## config.mk

```make
export PLATFORM = sky130hd
export DESIGN_NAME = if_pc_gen
export DESIGN_NICKNAME = d
export VERILOG_FILES = /design/src/rtl/if_pkg.sv /design/src/rtl/if_skid_buf.sv /design/src/rtl/if_pc_gen.sv
export SDC_FILE = /design/constraint.sdc
export NUM_CORES = 1
export LEC_CHECK = 0
export ABC_CLOCK_PERIOD_IN_PS = 5200
export CORE_MARGIN = 8
export CORE_UTILIZATION = 51
export CTS_BUF_LIST = sky130_fd_sc_hd__clkbuf_8
export DETAILED_ROUTE_END_ITERATION = 16
export GPL_ROUTABILITY_DRIVEN = 1
export PLACE_DENSITY = 0.91
export SYNTH_ARGS = -nofsm -noshare
export SYNTH_HDL_FRONTEND = slang
export SYNTH_HIERARCHICAL = 1
export SYNTH_SLANG_ARGS = --single-unit
```

## constraint.sdc

```tcl
create_clock -name clk_i -period 5.2 [get_ports clk_i]
set_input_delay 0.78 -clock clk_i [delete_from_list [all_inputs] [get_ports clk_i]]
set_output_delay 0.78 -clock clk_i [all_outputs]
set_load 0.03 [all_outputs]
```

## src/rtl/if_pkg.sv

```systemverilog
// if_pkg: shared constants and FSM state type for the instruction-fetch front end
package if_pkg;
   localparam logic [31:0] NOP_INST = 32'h0000_0013;
   localparam logic [31:0] PC_INC = 32'd4;
   typedef enum logic [1:0] {IDLE = 2'd0, REQ = 2'd1, WAIT = 2'd2, DRAIN = 2'd3} if_state_e;
endpackage

```

## src/rtl/if_skid_buf.sv

```systemverilog
// if_skid_buf: one-entry {pc,inst} holding buffer for a response that IF/ID cannot take yet
//   clk_i/rst_i       clock, synchronous active-low reset
//   load_i            capture pc_i/inst_i and mark full
//   drain_i           entry handed to the output, mark empty
//   flush_i           discard the entry (redirect), wins over load/drain
//   full_o/pc_o/inst_o  buffer status and contents
module if_skid_buf #(
   parameter int XLEN = 32
) (
   input  logic            clk_i,
   input  logic            rst_i,
   input  logic            load_i,
   input  logic            drain_i,
   input  logic            flush_i,
   input  logic [XLEN-1:0] pc_i,
   input  logic [XLEN-1:0] inst_i,
   output logic            full_o,
   output logic [XLEN-1:0] pc_o,
   output logic [XLEN-1:0] inst_o
);
   logic            full_q;
   logic [XLEN-1:0] pc_q, inst_q;
   always_ff @(posedge clk_i) begin
      if (!rst_i || flush_i) full_q <= 1'b0;
      else if (load_i) full_q <= 1'b1;
      else if (drain_i) full_q <= 1'b0;
      if (load_i) begin
         pc_q   <= pc_i;
         inst_q <= inst_i;
      end
   end
   assign full_o = full_q;
   assign pc_o   = pc_q;
   assign inst_o = inst_q;
endmodule

```

## src/rtl/if_pc_gen.sv

```systemverilog
// if_pc_gen: fetch PC generator with single-outstanding imem handshake feeding IF/ID
//   clk_i/rst_i               clock, synchronous active-low reset
//   stall_i                   IF/ID holding, current output not consumed
//   redirect_i/redirect_pc_i  taken branch/jump target from EX (one-cycle pulse)
//   imem_req_o/imem_addr_o    fetch request and word-aligned address
//   imem_gnt_i/imem_rvalid_i/imem_rdata_i  memory accept and response
//   pc_o/inst_o/valid_o       fetched instruction towards IF/ID
//   misalign_o                present only with IF_PC_MISALIGN_CHK_EN: sticky misaligned-target flag
module if_pc_gen
   import if_pkg::*;
#(
   parameter int              XLEN     = 32,
   parameter logic [XLEN-1:0] RESET_PC = '0
) (
   input  logic            clk_i,
   input  logic            rst_i,
   input  logic            stall_i,
   input  logic            redirect_i,
   input  logic [XLEN-1:0] redirect_pc_i,
   output logic            imem_req_o,
   output logic [XLEN-1:0] imem_addr_o,
   input  logic            imem_gnt_i,
   input  logic            imem_rvalid_i,
   input  logic [XLEN-1:0] imem_rdata_i,
   output logic [XLEN-1:0] pc_o,
   output logic [XLEN-1:0] inst_o,
`ifdef IF_PC_MISALIGN_CHK_EN
   output logic            misalign_o,
`endif
   output logic            valid_o
);
   if_state_e       state_q;
   logic [XLEN-1:0] fetch_pc_q, pc_q, inst_q, skid_pc, skid_inst;
   logic            kill_q, valid_q, skid_full, free, take, pop, redir_kill;
   assign free = !valid_q || !stall_i;
   // response accepted into the pipeline (output slot or skid)
   assign take = state_q == WAIT && imem_rvalid_i && !kill_q && !redirect_i;
   assign pop = state_q == DRAIN && skid_full && free && !redirect_i;
   // a granted request whose response is still to come must be discarded after a redirect
   assign redir_kill = (state_q == REQ && imem_gnt_i) || (state_q == WAIT && !imem_rvalid_i);
   if_skid_buf #(.XLEN(XLEN)) u_skid (
      .clk_i(clk_i), .rst_i(rst_i), .load_i(take && !free), .drain_i(pop), .flush_i(redirect_i),
      .pc_i(fetch_pc_q), .inst_i(imem_rdata_i), .full_o(skid_full), .pc_o(skid_pc), .inst_o(skid_inst)
   );
`ifdef IF_PC_MISALIGN_CHK_EN
   logic misalign_q;
   assign misalign_o = misalign_q;
`endif
   always_ff @(posedge clk_i) begin
      if (!rst_i) begin
         state_q    <= IDLE;
         fetch_pc_q <= RESET_PC;
         kill_q     <= 1'b0;
         pc_q       <= '0;
         inst_q     <= XLEN'(NOP_INST);
         valid_q    <= 1'b0;
`ifdef IF_PC_MISALIGN_CHK_EN
         misalign_q <= 1'b0;
`endif
      end else if (redirect_i) begin
         fetch_pc_q <= redirect_pc_i & ~XLEN'(3);
         valid_q    <= 1'b0;
         inst_q     <= XLEN'(NOP_INST);
         kill_q     <= redir_kill;
         state_q    <= redir_kill ? WAIT : REQ;
`ifdef IF_PC_MISALIGN_CHK_EN
         misalign_q <= |redirect_pc_i[1:0];
         if (|redirect_pc_i[1:0]) begin
            state_q <= IDLE;
            kill_q  <= 1'b0;
         end
`endif
      end else begin
         if (valid_q && !stall_i) begin
            valid_q <= 1'b0;
            inst_q  <= XLEN'(NOP_INST);
         end
         if ((take && free) || pop) begin
            pc_q    <= take ? fetch_pc_q : skid_pc;
            inst_q  <= take ? imem_rdata_i : skid_inst;
            valid_q <= 1'b1;
         end
         if (take) fetch_pc_q <= fetch_pc_q + XLEN'(PC_INC);
         case (state_q)
`ifdef IF_PC_MISALIGN_CHK_EN
            IDLE:    state_q <= misalign_q ? IDLE : REQ;
`else
            IDLE:    state_q <= REQ;
`endif
            REQ:     state_q <= imem_gnt_i ? WAIT : REQ;
            WAIT: begin
               if (imem_rvalid_i) begin
                  kill_q  <= 1'b0;
                  state_q <= (kill_q || free) ? REQ : DRAIN;
               end
            end
            DRAIN:   state_q <= pop ? REQ : DRAIN;
            default: state_q <= IDLE;
         endcase
      end
   end
   assign imem_req_o  = state_q == REQ;
   assign imem_addr_o = fetch_pc_q;
   assign pc_o        = pc_q;
   assign inst_o      = inst_q;
   assign valid_o     = valid_q;
endmodule
```

== After elaboration in Yosys (flattened, before gate mapping) ==
Index checks and enable logic that the tools add are counted.
Storage, ports and cells
  flip-flop bits (word level): 165
  output and inout port bits: 98
Cells by class
  add/sub/neg operators: 1
  eq/ne operators: 4
  mux-type cells: 20
  bitwise logic cells: 2
  reductions and logical operators: 32
Operators by type and width (number)
  $mux 32: 6
  $add 32x3->32 const B: 1
  $mux 2: 6
  $logic_and 1x1->1: 11
  $reduce_bool 2->1: 5
  $pmux 2 s4: 1
  $logic_not 1->1: 7
  $mux 1: 7
  $logic_or 1x1->1: 5
  $eq 2x2->1 const B: 2
  $reduce_and 2->1: 2
  $ne 3x3->1 const B: 1
  $eq 2x1->1 const B: 1
  $logic_not 2->1: 1
  $not 1->1: 2
  $reduce_or 2->1: 1

== Longest topological paths before layout ==
Gate-level depths: netlist of run 1.
  word-level depth: 7
  gate-level depth with buffers: 8
  gate-level depth less buffers: 5

== Modules after synthesis ==
The synthesis of run 1 kept the hierarchy.
Modules (own cells, without submodules)
  if_pc_gen: times used 1, cells an instance 551, area each 4703.3 um^2, sequential area each 1961.9 um^2
  if_skid_buf: times used 1, cells an instance 68, area each 1961.9 um^2, sequential area each 1941.9 um^2

== Worst setup path before layout of run 1 ==
No wires, ideal clock.
  path kind: input -> register
  from: in imem_rvalid_i
  to: reg u_skid.inst_q[0] (netlist: u_skid/inst_o[0]), enable pin
  library setup time: 488 ps
  arrival: 4283 ps
  data required time: 4712 ps
  path slack: 429 ps
  stages on the path: 5
  path buffers: 2
  cells stage by stage: nor4bb_1 > buf_2 > nand2_1 > clkbuf_1 > nor2_1
Between the ends
  cells in the longest elaborated chain, start to end: 4
RTL lines
  start: declaration: RTL line if_pc_gen.sv:23  | input logic imem_rvalid_i,
  $logic_and 1x1->1 (3 in a row): RTL line if_pc_gen.sv:37  | assign take = state_q == WAIT && imem_rvalid_i && !kill_q && !redirect_i;
  $logic_and 1x1->1: RTL line if_pc_gen.sv:42  | .clk_i(clk_i), .rst_i(rst_i), .load_i(take && !free), .drain_i(pop), .flush_i(redirect_i),
  end signal: assignment: RTL line if_skid_buf.sv:29  | inst_q <= inst_i;
  end: declaration: RTL line if_skid_buf.sv:22  | logic [XLEN-1:0] pc_q, inst_q;
Every way passes these cells.
A chain may end at the register's enable or synchronous reset.

==> results of run 1 <==
worst paths after layout:
path	to	slack, ns	cells past startpoint
worst max-delay path	inst_o[28]	2.22	6
worst min-delay path	inst_o[1]	0.46	2
worst max register to register	inst_o[28]	2.69	5
worst min register to register	inst_o[1]	0.46	2
worst register-to-register path: cells and delay by family (launching register included):
| kind | cells | cell delay [ns] |
|---|---|---|
| and+or+nand+nor | 2 | 1.22 |
| AOI/OAI and AO/OA | 2 | 0.34 |
| DFF | 1 | 0.40 |
| buffers and inverters | 1 | 0.47 |
cell families after synthesis:
group,count (synthesis),synth area share [%]
other cells,1,0.0563
xor+xnor,9,1.18
flops,163,58.6
compound gates,151,16.4
mux,33,5.01
buf+inv,55,3.36
simple gates,206,15.2
fa+ha+maj,1,0.188
metal layers:
layer | GRT usage (%) | part of all wire, %
met4 | 7.65 | 1.6
met5 | 0 | 0
met3 | 9.18 | 9.9
met2 | 36.3 | 49
met1 | 24.2 | 40
cell usage after synthesis (4+ instances only):
master / count
dfxtp_1: 99
nand2_1: 84
edfxtp_1: 64
nor2_1: 41
o21ai_0: 36
clkbuf_1: 34
a311oi_1: 32
mux2i_1: 30
o2bb2ai_1: 29
a31oi_1: 14
nand3_1: 14
a21oi_1: 13
inv_1: 11
and3_1: 10
or4_1: 9
nor4_1: 8
nand4_1: 7
o31ai_1: 7
or3_1: 6
a211oi_1: 5
and4_1: 5
buf_2: 5
nor3_1: 5
xor2_1: 5
xnor2_1: 4
flip-flops by register name, indices dropped and copies added, names as in the netlist:
name and count:
imem_addr_o 30, inst_o 32, kill_q 1, pc_o 32
state_q 2, u_skid/full_o 1, u_skid/inst_o 32, u_skid/pc_o 32
valid_o 1
through the flow:
step                      utilization, %  hold WS [ns]  setup slack [ns]  std cells  power, mW
after floorplan                        -         0.484             0.429        622       1.53
after global placement              66.7         0.437              1.85        926       1.66
after detailed placement            66.7         0.446              1.76        926       1.67
after CTS                           69.8         0.468              2.21        958       2.58
after global routing                69.8         0.489              1.96        958       2.65
final                               69.8         0.464              2.22        958       2.56
final cells by class:
type,count,share of cell area [%]
Tap cell,172,2.43
Inverter,11,0.467
Timing Repair Buffer,176,19.5
Clock inverter,14,1.64
Multi-Input combinational cell,404,29.0
Clock buffer,18,2.80
Sequential cell,163,44.1
power groups by stage:
stage | clock (mW) | combinational, mW | sequential, mW
finish | 0.923 | 0.248 | 1.39
global route | 0.984 | 0.266 | 1.40
CTS | 0.937 | 0.249 | 1.39
detailed placement | 0 | 0.248 | 1.42
global placement | 0 | 0.241 | 1.42
floorplan | 0 | 0.0806 | 1.45
==> impl_metrics.yaml, run 1 <==
run_status:
  status: "finished clean"
setup_path:
  cpMaxStageDelayCell: "nand3b_1"
  critical_path.cell_chain: "clkdlybuf4s50_1 -> nor3b_1 -> o21ai_0 -> nand3b_1 -> buf_4 -> o2bb2ai_1"
  critical_path.top_delay_family: "simple AND/OR/NAND/NOR gates"
  worstSetupStartpointType: "primary input"
  cpPeakStageDelay_ns: 0.95
  worst_setup_path_end_kind: "flop"
  timing.critical_path.from: "imem_rvalid_i"
  critPathBufInv: 2
  timing_worst_setup_path_type: "in2reg"
  crit_path_max_fanout: 31
  required_worst_endpoint_ns: 5.58
  wp_data_arrival_ns: 3.36
  r2r_start: "state_q[0]"
finish:
  layout.cells.most_common_list: "clkdlybuf4s50_1 (163), dfxtp_1 (99), nand2_1 (84), edfxtp_1 (64), nor2_1 (39)"
  antenna_diode_count: 0
  post-route-cell-area_sq_um: 8850
  multiInputGateArea_sq_um: 2560
  num-nets-final: 844
  regArea_sq_um: 3900
  layout-area-overhead-vs-synth_pct: 32.7
  final_common_cell: "clkdlybuf4s50_1"
  nFillCells: 916
  layout-drive-gt1-share_pct: 6.49
sta:
  timing.max_slew.rel_slack_pct: 17.7
  finalClockSkew_ns: 0.0121
  timing_hold_violations_final: 0
  grt_setup_unrepaired: "no"
  fmax_mhz: 336
  max_slew.worst_pin.slew_ns: 1.23
  period_minus_slack_ns: 2.98
  pins_over_their_slew_limit: 0
  period_share_pct: 57.2
  final.setup.tns_ns: 0
  finalSetupViolCount: 0
cts:
  latest_clock_arrival_within_the_worst_skew_pair_ns: 0.46
  cts_made_buffers: 17
  cts.hold.buffers_added: 0
  clk_pin_slew_worst_paths_ns: 0.08
  post_cts.repair.setup_buffers: 0
  ctsResizeCount: 0
  cts_max_path_buffers: 2
  clock-root-buffer: "clkbuf_8"
  clock_tree.htree_level_count: 4
  tritoncts: "built"
  cts_sinks: 163
grt:
  grt_max_degree: 63
  globalRoute.totalOverflow: 0
  grt_pass1_wl_um: 28600
  first_global_vias: 5587
  antenna_found_initial: 0
  gr-usage-all-layers_pct: 21.6
pwr:
  clk_pwr_share_pct: 36.0
  power.switching_uw: 621
  share_of_total_power_in_combinational_logic_pct: 9.7
  power.share.sequential_pct: 54.3
  power.static_leakage_nw: 2.94
  power.switching_fraction_pct: 24.2
  cellPowerDensity_nw_per_um2: 290
  internal-power_mw: 1.94
  worst_ir_drop_vdd_uv: 208
synth:
  ys.warnings.count: 6
  netlist_area_sq_um: 6670
  synth_top_area_share_pct: 29.7
  avgSynthCellArea_sq_um: 10.8
  ys_seq_elements: 163
  synth_edf_count: 64
  synth.yosys.seq_area_share_pct: 58.6
  syn-instance-count: 619
  synth-main-ff-cell: "dfxtp_1"
  synth_cell_type_count: 51
  cell_type_contributing_the_most_total_cell_area_after_synthesis: "dfxtp_1"
  async_reset_ff_share_pct: 0
  synth.area.top_cells: "dfxtp_1 (30%), edfxtp_1 (29%), nand2_1 (4.7%)"
die:
  initial_core_util_pct: 52.6
  die_w_um: 130
  dieArea_sq_um: 17000
  fp.dieH_um: 130
  std_cell_rows: 41
  coreArea_sq_um: 12700
  floorplan.io_pins: 168
detailed_routing:
  drc: 0
  ant_nets: 0
  routed_wire_length_per_instance_um: 19.1
  via_count: 5558
  route.detailed.vias_per_inst: 5.80
  routed_wl_um: 18300
  first_pass_iters: 11
  detail_route.iter0.violations: 560
placement:
  gpl.final_weighted_congestion: 0.802
  dp_hpwl_um: 12700
  placement.cell_area_sq_um: 8450
  placement.io_buffers: 163
flow_run:
  max_cap_viol_count: 0
worst_hold_path:
  hp-class: "reg2reg"
  worst_hold_startpoint: "inst_o[1]"
Power figures use the tool's default switching activity.
==> inputs of run 2 (changes only) <==
--- a/config.mk
+++ b/config.mk
@@ -5,7 +5,7 @@
 export SDC_FILE = /design/constraint.sdc
 export NUM_CORES = 1
 export LEC_CHECK = 0
-export ABC_CLOCK_PERIOD_IN_PS = 5200
+export ABC_CLOCK_PERIOD_IN_PS = 2800
 export CORE_MARGIN = 8
 export CORE_UTILIZATION = 51
 export CTS_BUF_LIST = sky130_fd_sc_hd__clkbuf_8
==> constraint.sdc (replaced) <==
create_clock -name clk_i -period 2.8 [get_ports clk_i]
set_input_delay 0.42 -clock clk_i [delete_from_list [all_inputs] [get_ports clk_i]]
set_output_delay 0.42 -clock clk_i [all_outputs]
set_load 0.03 [all_outputs]
==> run 2 against run 1 <==
Compared with the run above: utilization increased by 0.59 points; clock power increased by 64%; setup slack got worse by 1.7 ns; critical path type is now reg2out; highest routed layer unchanged.
==> impl_metrics.yaml, run 2 (synthesized netlist as in run 1, its figures left out) <==
grt:
  grt_pass1_wl_um: 29200
  gr-usage-all-layers_pct: 22.0
  antenna_found_initial: 0
  grt_max_degree: 53
  first_global_vias: 5714
  globalRoute.totalOverflow: 0
die:
  die_w_um: 130
  dieArea_sq_um: 17000
  std_cell_rows: 41
  fp.dieH_um: 130
  initial_core_util_pct: 52.6
  coreArea_sq_um: 12700
  floorplan.io_pins: 168
cts:
  clock_tree.htree_level_count: 4
  ctsResizeCount: 0
  tritoncts: "built"
  clk_pin_slew_worst_paths_ns: 0.08
  clock-root-buffer: "clkbuf_8"
  post_cts.repair.setup_buffers: 0
  cts_max_path_buffers: 2
  cts_sinks: 163
  cts_made_buffers: 17
  latest_clock_arrival_within_the_worst_skew_pair_ns: 0.45
  cts.hold.buffers_added: 0
detailed_routing:
  met3_length_um: 2060
  routed_wire_length_per_instance_um: 19.0
  via_count: 5714
  routed_wl_um: 18400
  met1_length_um: 7110
  drc: 0
  met2RoutedLength_um: 8950
  top_signal_layer_used: "met4"
  route.detailed.vias_per_inst: 5.90
  detail_route.iter0.violations: 502
  first_pass_iters: 6
  ant_nets: 0
sta:
  fmax_mhz: 431
  finalClockSkew_ns: 0.00937
  period_share_pct: 82.9
  finalSetupViolCount: 0
  max_slew.worst_pin.slew_ns: 0.567
  fin_ws_ns: 0.478
  period_minus_slack_ns: 2.32
  grt_setup_unrepaired: "no"
  final.setup.tns_ns: 0
  timing_hold_violations_final: 0
  pins_over_their_slew_limit: 0
  timing.max_slew.rel_slack_pct: 61.9
setup_path:
  r2r_start: "imem_addr_o[2]"
  worstSetupStartpointType: "flop"
  number_of_cells_on_the_critical_path: 3
  critical_path.reg2reg.endpoint: "imem_addr_o[30]"
  cpMaxStageDelayCell: "clkdlybuf4s50_1"
  timing_worst_setup_path_type: "reg2out"
  worst_setup_path_end_kind: "primary output"
  r2r_setup_slack_ns: 0.58
  required_worst_endpoint_ns: 2.38
  wp_data_arrival_ns: 1.90
  critPathBufInv: 2
  cpPeakStageDelay_ns: 0.72
  critical_path.top_delay_family: "buffers and inverters"
  crit_path_max_fanout: 11
  worst-r2r-cell-count: 5
  critical_path.cell_chain: "inv_1 -> nor2_1 -> clkdlybuf4s50_1"
run_status:
  status: "finished clean"
finish:
  num-nets-final: 854
  antenna_diode_count: 0
  layout.cells.most_common_list: "clkdlybuf4s50_1 (163), dfxtp_1 (99), nand2_1 (84), edfxtp_1 (64), nor2_1 (39)"
  final_common_cell: "clkdlybuf4s50_1"
  layout-area-overhead-vs-synth_pct: 33.9
  layout-drive-gt1-share_pct: 7.29
  final_cell_count_no_fill: 968
worst_hold_path:
  min_to: "inst_o[0]"
  worst_hold_startpoint: "inst_o[0]"
  hp-class: "reg2reg"
  hold_depth: 2
placement:
  dpl_worst_slack_ns: 0.195
  gpl.final_weighted_congestion: 0.836
  dp.cells: 936
  dp_hpwl_um: 13100
  placement.io_buffers: 163
pwr:
  cellPowerDensity_nw_per_um2: 512
  power.static_leakage_nw: 3.01
  p_total_mw: 4.57
  worst_ir_drop_vdd_uv: 394
flow_run:
  max_cap_viol_count: 0
[run 2: through the flow]
| step | hold slack (ns) | utilization (%) | cell area, sq um |
|---|---|---|---|
| 3_3_place_gp | 0.437 | 67.7 | 8580 |
| 2_1_floorplan | 0.484 | - | 6680 |
| 5_1_grt | 0.486 | 70.4 | 8920 |
| 3_5_place_dp | 0.445 | 67.7 | 8580 |
| 4_1_cts | 0.463 | 70.4 | 8920 |
| 6_report | 0.458 | 70.4 | 8920 |
[run 2: routing by layer]
layer	vias up	global-route usage (%)
met5	-	0
li1	2663	-
met4	0	6.90
met3	42	9.10
met2	284	37.0
met1	2725	25.0
[run 2: layout make-up]
class | instances | area, sq um
multi-input combinational | 404 | 2560
clock buffer | 19 | 262
inverter | 11 | 41.3
sequential | 163 | 3900
clock inverter | 13 | 81.3
tap | 172 | 215
fill | 923 | 3750
timing repair buffer | 186 | 1850
[run 2: power breakdown]
part	switching [mW]	total, mW	internal (mW)	leakage [nW]
sequential	0.0774	2.58	2.51	1.39
combinational	0.247	0.470	0.223	1.41
clock	0.793	1.51	0.718	0.208
total	1.12	4.57	3.45	3.01
[run 2: worst max-delay path by stage]
stage                       start               end
global placement    imem_rvalid_i   imem_addr_o[25]
finish                 state_q[0]        imem_req_o
floorplan              state_q[0]  u_skid/inst_o[0]
global route           state_q[0]        imem_req_o
CTS                    state_q[0]        imem_req_o
detailed placement  imem_rvalid_i         inst_o[2]
[run 2: worst reg2reg max path, stage by stage, from the launching register on]
cell	delay (ns)
dfxtp_1	0.46
ha_1	0.27
nand2_1	0.21
or3_1	0.50
or4_1	0.55
a31oi_1	0.17
==> inputs of run 3 (changes only) <==
--- a/config.mk
+++ b/config.mk
@@ -5,13 +5,13 @@
 export SDC_FILE = /design/constraint.sdc
 export NUM_CORES = 1
 export LEC_CHECK = 0
-export ABC_CLOCK_PERIOD_IN_PS = 2800
+export ABC_CLOCK_PERIOD_IN_PS = 2000
 export CORE_MARGIN = 8
-export CORE_UTILIZATION = 51
+export CORE_UTILIZATION = 46
 export CTS_BUF_LIST = sky130_fd_sc_hd__clkbuf_8
 export DETAILED_ROUTE_END_ITERATION = 16
 export GPL_ROUTABILITY_DRIVEN = 1
-export PLACE_DENSITY = 0.91
+export PLACE_DENSITY = 0.87
 export SYNTH_ARGS = -nofsm -noshare
 export SYNTH_HDL_FRONTEND = slang
 export SYNTH_HIERARCHICAL = 1
==> constraint.sdc (replaced) <==
create_clock -name clk_i -period 2 [get_ports clk_i]
set_input_delay 0.3 -clock clk_i [delete_from_list [all_inputs] [get_ports clk_i]]
set_output_delay 0.3 -clock clk_i [all_outputs]
set_load 0.03 [all_outputs]
==> run 3 against run 2 <==
Compared with the run above: register-to-register slack got worse by 0.46 ns; largest power group unchanged; setup slack got worse by 0.41 ns; highest routed layer unchanged; clock-buffer cell count fell by 1; critical endpoint is now imem_addr_o[19]; clock skew rose by 0.0012 ns; global-route usage fell by 1.8 points; hold slack got worse by 0.043 ns.
==> impl_metrics.yaml, run 3 (synthesized netlist as in run 1, its figures left out) <==
cts:
  clk_pin_slew_worst_paths_ns: 0.09
  cts.hold.buffers_added: 0
  cts_made_buffers: 17
  clock_tree.htree_level_count: 4
  cts_sinks: 163
  post_cts.repair.setup_buffers: 0
  clock-root-buffer: "clkbuf_8"
  cts_max_path_buffers: 2
  tritoncts: "built"
  latest_clock_arrival_within_the_worst_skew_pair_ns: 0.45
pwr:
  p_total_mw: 6.59
  cellPowerDensity_nw_per_um2: 710
  worst_ir_drop_vdd_uv: 388
  power.static_leakage_nw: 3.33
sta:
  grt_setup_unrepaired: "no"
  fin_ws_ns: 0.0727
  finalSetupViolCount: 0
  pins_over_their_slew_limit: 0
  period_share_pct: 96.4
  period_minus_slack_ns: 1.93
  finalClockSkew_ns: 0.0106
  fmax_mhz: 519
  timing_hold_violations_final: 0
detailed_routing:
  via_count: 5725
  route.detailed.vias_per_inst: 5.68
  drc: 0
  first_pass_iters: 5
  routed_wire_length_per_instance_um: 18.6
  routed_wl_um: 18800
  ant_nets: 0
  detail_route.iter0.violations: 488
flow_run:
  max_cap_viol_count: 0
setup_path:
  cpPeakStageDelay_ns: 0.67
  r2r_start: "kill_q"
  required_worst_endpoint_ns: 1.70
  timing_worst_setup_path_type: "reg2out"
  worst-r2r-cell-count: 4
  worst_setup_path_end_kind: "primary output"
  r2r_setup_slack_ns: 0.12
  worstSetupStartpointType: "flop"
  crit_path_max_fanout: 5
  critical_path.cell_chain: "buf_4 -> clkdlybuf4s50_1"
  wp_data_arrival_ns: 1.63
  cpMaxStageDelayCell: "clkdlybuf4s50_1"
  critical_path.reg2reg.endpoint: "imem_addr_o[30]"
grt:
  busiest_layer: "met2"
  grt_max_degree: 46
  globalRoute.totalOverflow: 0
  grtUsageMet2_pct: 32.7
  grt_pass1_wl_um: 29200
  grtUsageMet1_pct: 24.4
  grt.met3_usage_pct: 4.69
  gr-usage-all-layers_pct: 20.1
  antenna_found_initial: 0
  first_global_vias: 5525
finish:
  regArea_sq_um: 3920
  layout.cells.most_common_list: "clkdlybuf4s50_1 (147), dfxtp_1 (87), nand2_1 (83), edfxtp_1 (64), buf_4 (42)"
  antenna_diode_count: 0
  layout-drive-gt1-share_pct: 12.5
  num-nets-final: 882
  final_common_cell: "clkdlybuf4s50_1"
  multiInputGateArea_sq_um: 2580
  post-route-cell-area_sq_um: 9280
  layout-area-overhead-vs-synth_pct: 39.3
  nFillCells: 1054
die:
  die_w_um: 136
  fp.dieH_um: 136
  coreArea_sq_um: 14400
  std_cell_rows: 44
  dieArea_sq_um: 18600
  initial_core_util_pct: 46.4
  floorplan.io_pins: 168
worst_hold_path:
  worst_hold_startpoint: "redirect_pc_i[4]"
  hp-class: "in2reg"
  min_to: "imem_addr_o[4]"
  hold_depth: 3
placement:
  placement.io_buffers: 163
  placement.cell_area_sq_um: 8890
  dpl_worst_slack_ns: -0.267
  dp_hpwl_um: 13300
  gpl.final_weighted_congestion: 0.901
run_status:
  status: "finished clean"
-- run 3: how the worst max path moves through the flow --
stage	from	to	slack, ns
finish	imem_addr_o[19]	imem_addr_o[19]	0.07
global route	imem_addr_o[19]	imem_addr_o[19]	0.005
floorplan	state_q[0]	u_skid/inst_o[0]	-0.50
CTS	imem_addr_o[17]	imem_addr_o[17]	0.004
detailed placement	imem_rvalid_i	imem_addr_o[29]	-0.27
global placement	imem_rvalid_i	u_skid/pc_o[21]	-0.23
-- run 3: worst max-delay path, delay by kind of cell (launching register included) --
kind,cells,cell delay [ns]
buffers and inverters,2,0.82
DFF,1,0.36
-- run 3: power by group --
part / switching, mW / leakage, nW / internal, mW / total (mW)
registers: 0.0803 / 1.40 / 3.51 / 3.59
logic: 0.384 / 1.75 / 0.344 / 0.728
clock network: 1.16 / 0.189 / 1.11 / 2.27
-- run 3: final cells by class --
class | count | area share [%]
Timing Repair Buffer | 214 | 23.1
Multi-Input combinational cell | 404 | 27.8
Clock buffer | 18 | 2.67
Sequential cell | 163 | 42.2
Inverter | 11 | 0.445
Clock inverter | 14 | 1.31
Tap cell | 184 | 2.48
-- run 3: what timing repair did --
action / 4_1_cts / 5_1_grt
pin swaps: 0 / 0
endpoints found under the hold margin: 0 / 0
gates cloned: 0 / 0
gates resized for setup: 5 / 14
endpoints found under the setup margin: 5 / 13
-- run 3: layer usage --
metal | vias to the layer above | routed length [um]
met1 | 2725 | 7540
met3 | 47 | 1390
met2 | 243 | 9180
met4 | 0 | 665
met5 | - | 0
li1 | 2710 | -
-- run 3: through the flow --
| stage | setup TNS, ns | utilization, % | hold WS (ns) | instances |
|---|---|---|---|---|
| detailed placement | -23.75 | 61.9 | 0.441 | 976 |
| global route | 0 | 64.6 | 0.397 | 1008 |
| CTS | 0 | 64.4 | 0.386 | 1008 |
| finish | 0 | 64.6 | 0.415 | 1008 |
| floorplan | -32.66 | - | 0.399 | 622 |
| global placement | -19.82 | 61.9 | 0.437 | 976 |
==> RTL change: new RTL, settings of run 1 <==
Add a define of `IF_PC_MISALIGN_CHK_EN`.
--- a/src/rtl/if_pc_gen.sv
+++ b/src/rtl/if_pc_gen.sv
@@ -6,6 +6,8 @@
 //   imem_gnt_i/imem_rvalid_i/imem_rdata_i  memory accept and response
 //   pc_o/inst_o/valid_o       fetched instruction towards IF/ID
 //   misalign_o                present only with IF_PC_MISALIGN_CHK_EN: sticky misaligned-target flag
+`define IF_PC_MISALIGN_CHK_EN
+
 module if_pc_gen
    import if_pkg::*;
 #(
Check against the original RTL (old outputs only; new: misalign_o): not equivalent (Yosys sat finds a counterexample within 4 cycles, from zero or initial values and one cycle with rst_i low).
==> RTL change against run 1 <==
  * Setup slack better by 30 ps
  * Clock skew fell by 0.79 ps
  * Design area fell by 0.92%
  * Routed wire length shrank 3.5%
  * Total power shrank 2.6%
  * Sequential cell count grew 1
  * Synthesized area decreased by 1.2%
  * Via count fell by 4.2%
  * Critical endpoint is now u_skid/inst_o[1]$_DFFE_PP_
==> RTL change: results (changes against run 1) <==
- Number of standard cells in the final layout excluding fillers: 949 (was 958)
- Global routing usage on met1: 24.79% (was 24.23%)
- Wire length of the first global-routing pass: 27.93 mm (was 28.57 mm)
- GPL Wtd Cong: 0.8164 (was 0.8024)
- Total Routing Usage GR: 21.26% (was 21.65%)
- Cell area reported after detailed placement: 0.008391 mm2 (was 0.008454 mm2)
- Switch share: 24.57% (was 24.23%)
- Initial DRC Count: 514 (was 560)
- HPWL reported at the end of detailed placement: 12.49 mm (was 12.65 mm)
- Static Leakage: 2.907 nW (was 2.943 nW)
- Yosys Warn Count: 6 (unchanged)
- Global Route met2 Usage: 34.58% (was 36.26%)
- Synth top area cells: sky130_fd_sc_hd__dfxtp_1 (30%), sky130_fd_sc_hd__edfxtp_1 (29%), sky130_fd_sc_hd__nand2_1 (4.6%) (was sky130_fd_sc_hd__dfxtp_1 (30%), sky130_fd_sc_hd__edfxtp_1 (29%), sky130_fd_sc_hd__nand2_1 (4.7%))
- Number of cells in the design after placement: 917 (was 926)
- Kind of cell with the highest combined delay on the critical path: buffers and inverters (was simple AND/OR/NAND/NOR gates)
- Fraction of layout instances using a drive strength above 1: 6.692% (was 6.489%)
- Largest net degree at the start of global routing: 65 (was 63)
- First-pass iteration count of the detailed router: 5 (was 11)
- Detailed-routing wirelength on met1: 7.246 mm (was 7.288 mm)
- Maximum fanout along the worst path: 36 (was 31)
- Result of the run: completed (unchanged)
- Pre-CTS setup slack: 1783 ps (was 1756 ps)
- Overall routed net length: 17.69 mm (was 18.33 mm)
- Sequential share of the synthesized area: 59.60% (was 58.57%)
- Yosys cell types: 50 (was 51)
- Headroom to the max-slew limit: 10.33% (was 17.68%)
- Vias: 5324 (was 5558)
- Global routing usage on met3: 8.710% (was 9.180%)
- NumNets Final: 835 (was 844)
- Skew final: 11.27 ps (was 12.06 ps)
- Wire length on met2: 8.376 mm (was 8.930 mm)
- Vias in the first global route: 5437 (was 5587)
- Fill cell total of the finished layout: 935 (was 916)
- Post-synthesis instance total: 608 (was 619)
- Biggest cell delay along the critical path: 730 ps (was 950 ps)
- Wire length on met3: 1.761 mm (was 1.811 mm)
[RTL change: cell types whose count changed in the layout (fill, tap and decap cells not counted), sizes merged, moves of 9 or more]
cell / run 1 / this run
a21oi: 13 / 37
a31oi: 14 / 1
and3: 10 / 1
xnor2: 4 / 13
[RTL change: power by group through the flow]
stage / sequential [mW] / clock [mW] / combinational [mW]
3_3_place_gp: 1.42 / 0 / 0.221
6_report: 1.39 / 0.877 / 0.228
2_1_floorplan: 1.45 / 0 / 0.0681
4_1_cts: 1.39 / 0.896 / 0.228
3_5_place_dp: 1.42 / 0 / 0.227
5_1_grt: 1.40 / 0.947 / 0.243
[RTL change: logic make-up after synthesis]
kind of cell	Yosys count	synth area share, %
flops	164	59.60
mux	29	4.409
other cells	1	0.05696
compound gates	140	14.71
buf+inv	53	3.326
fa+ha+maj	1	0.1900
xor+xnor	25	3.326
simple gates	195	14.39
[RTL change: final cells by class]
cell class                 count  area, um2  area share (%)
clock buffer                  17      234.0           2.669
inverter                      12      45.04          0.5138
multi-input combinational    394       2477           28.26
tap                          172      215.2           2.455
clock inverter                15      141.4           1.613
timing repair buffer         175       1729           19.73
sequential                   164       3924           44.76
[RTL change: worst paths after layout]
kind | from | end | slack, ps | cells past startpoint
setup / recovery | redirect_i | u_skid/inst_o[1]$_DFFE_PP_ | 2250 | 6
hold / removal | inst_o[4]$_SDFFE_PP1P_ | inst_o[4]$_SDFFE_PP1P_ | 460 | 2
setup reg to reg | state_q[1]$_SDFFE_PN0P_ | u_skid/inst_o[1]$_DFFE_PP_ | 2710 | 5
hold reg to reg | inst_o[4]$_SDFFE_PP1P_ | inst_o[4]$_SDFFE_PP1P_ | 460 | 2
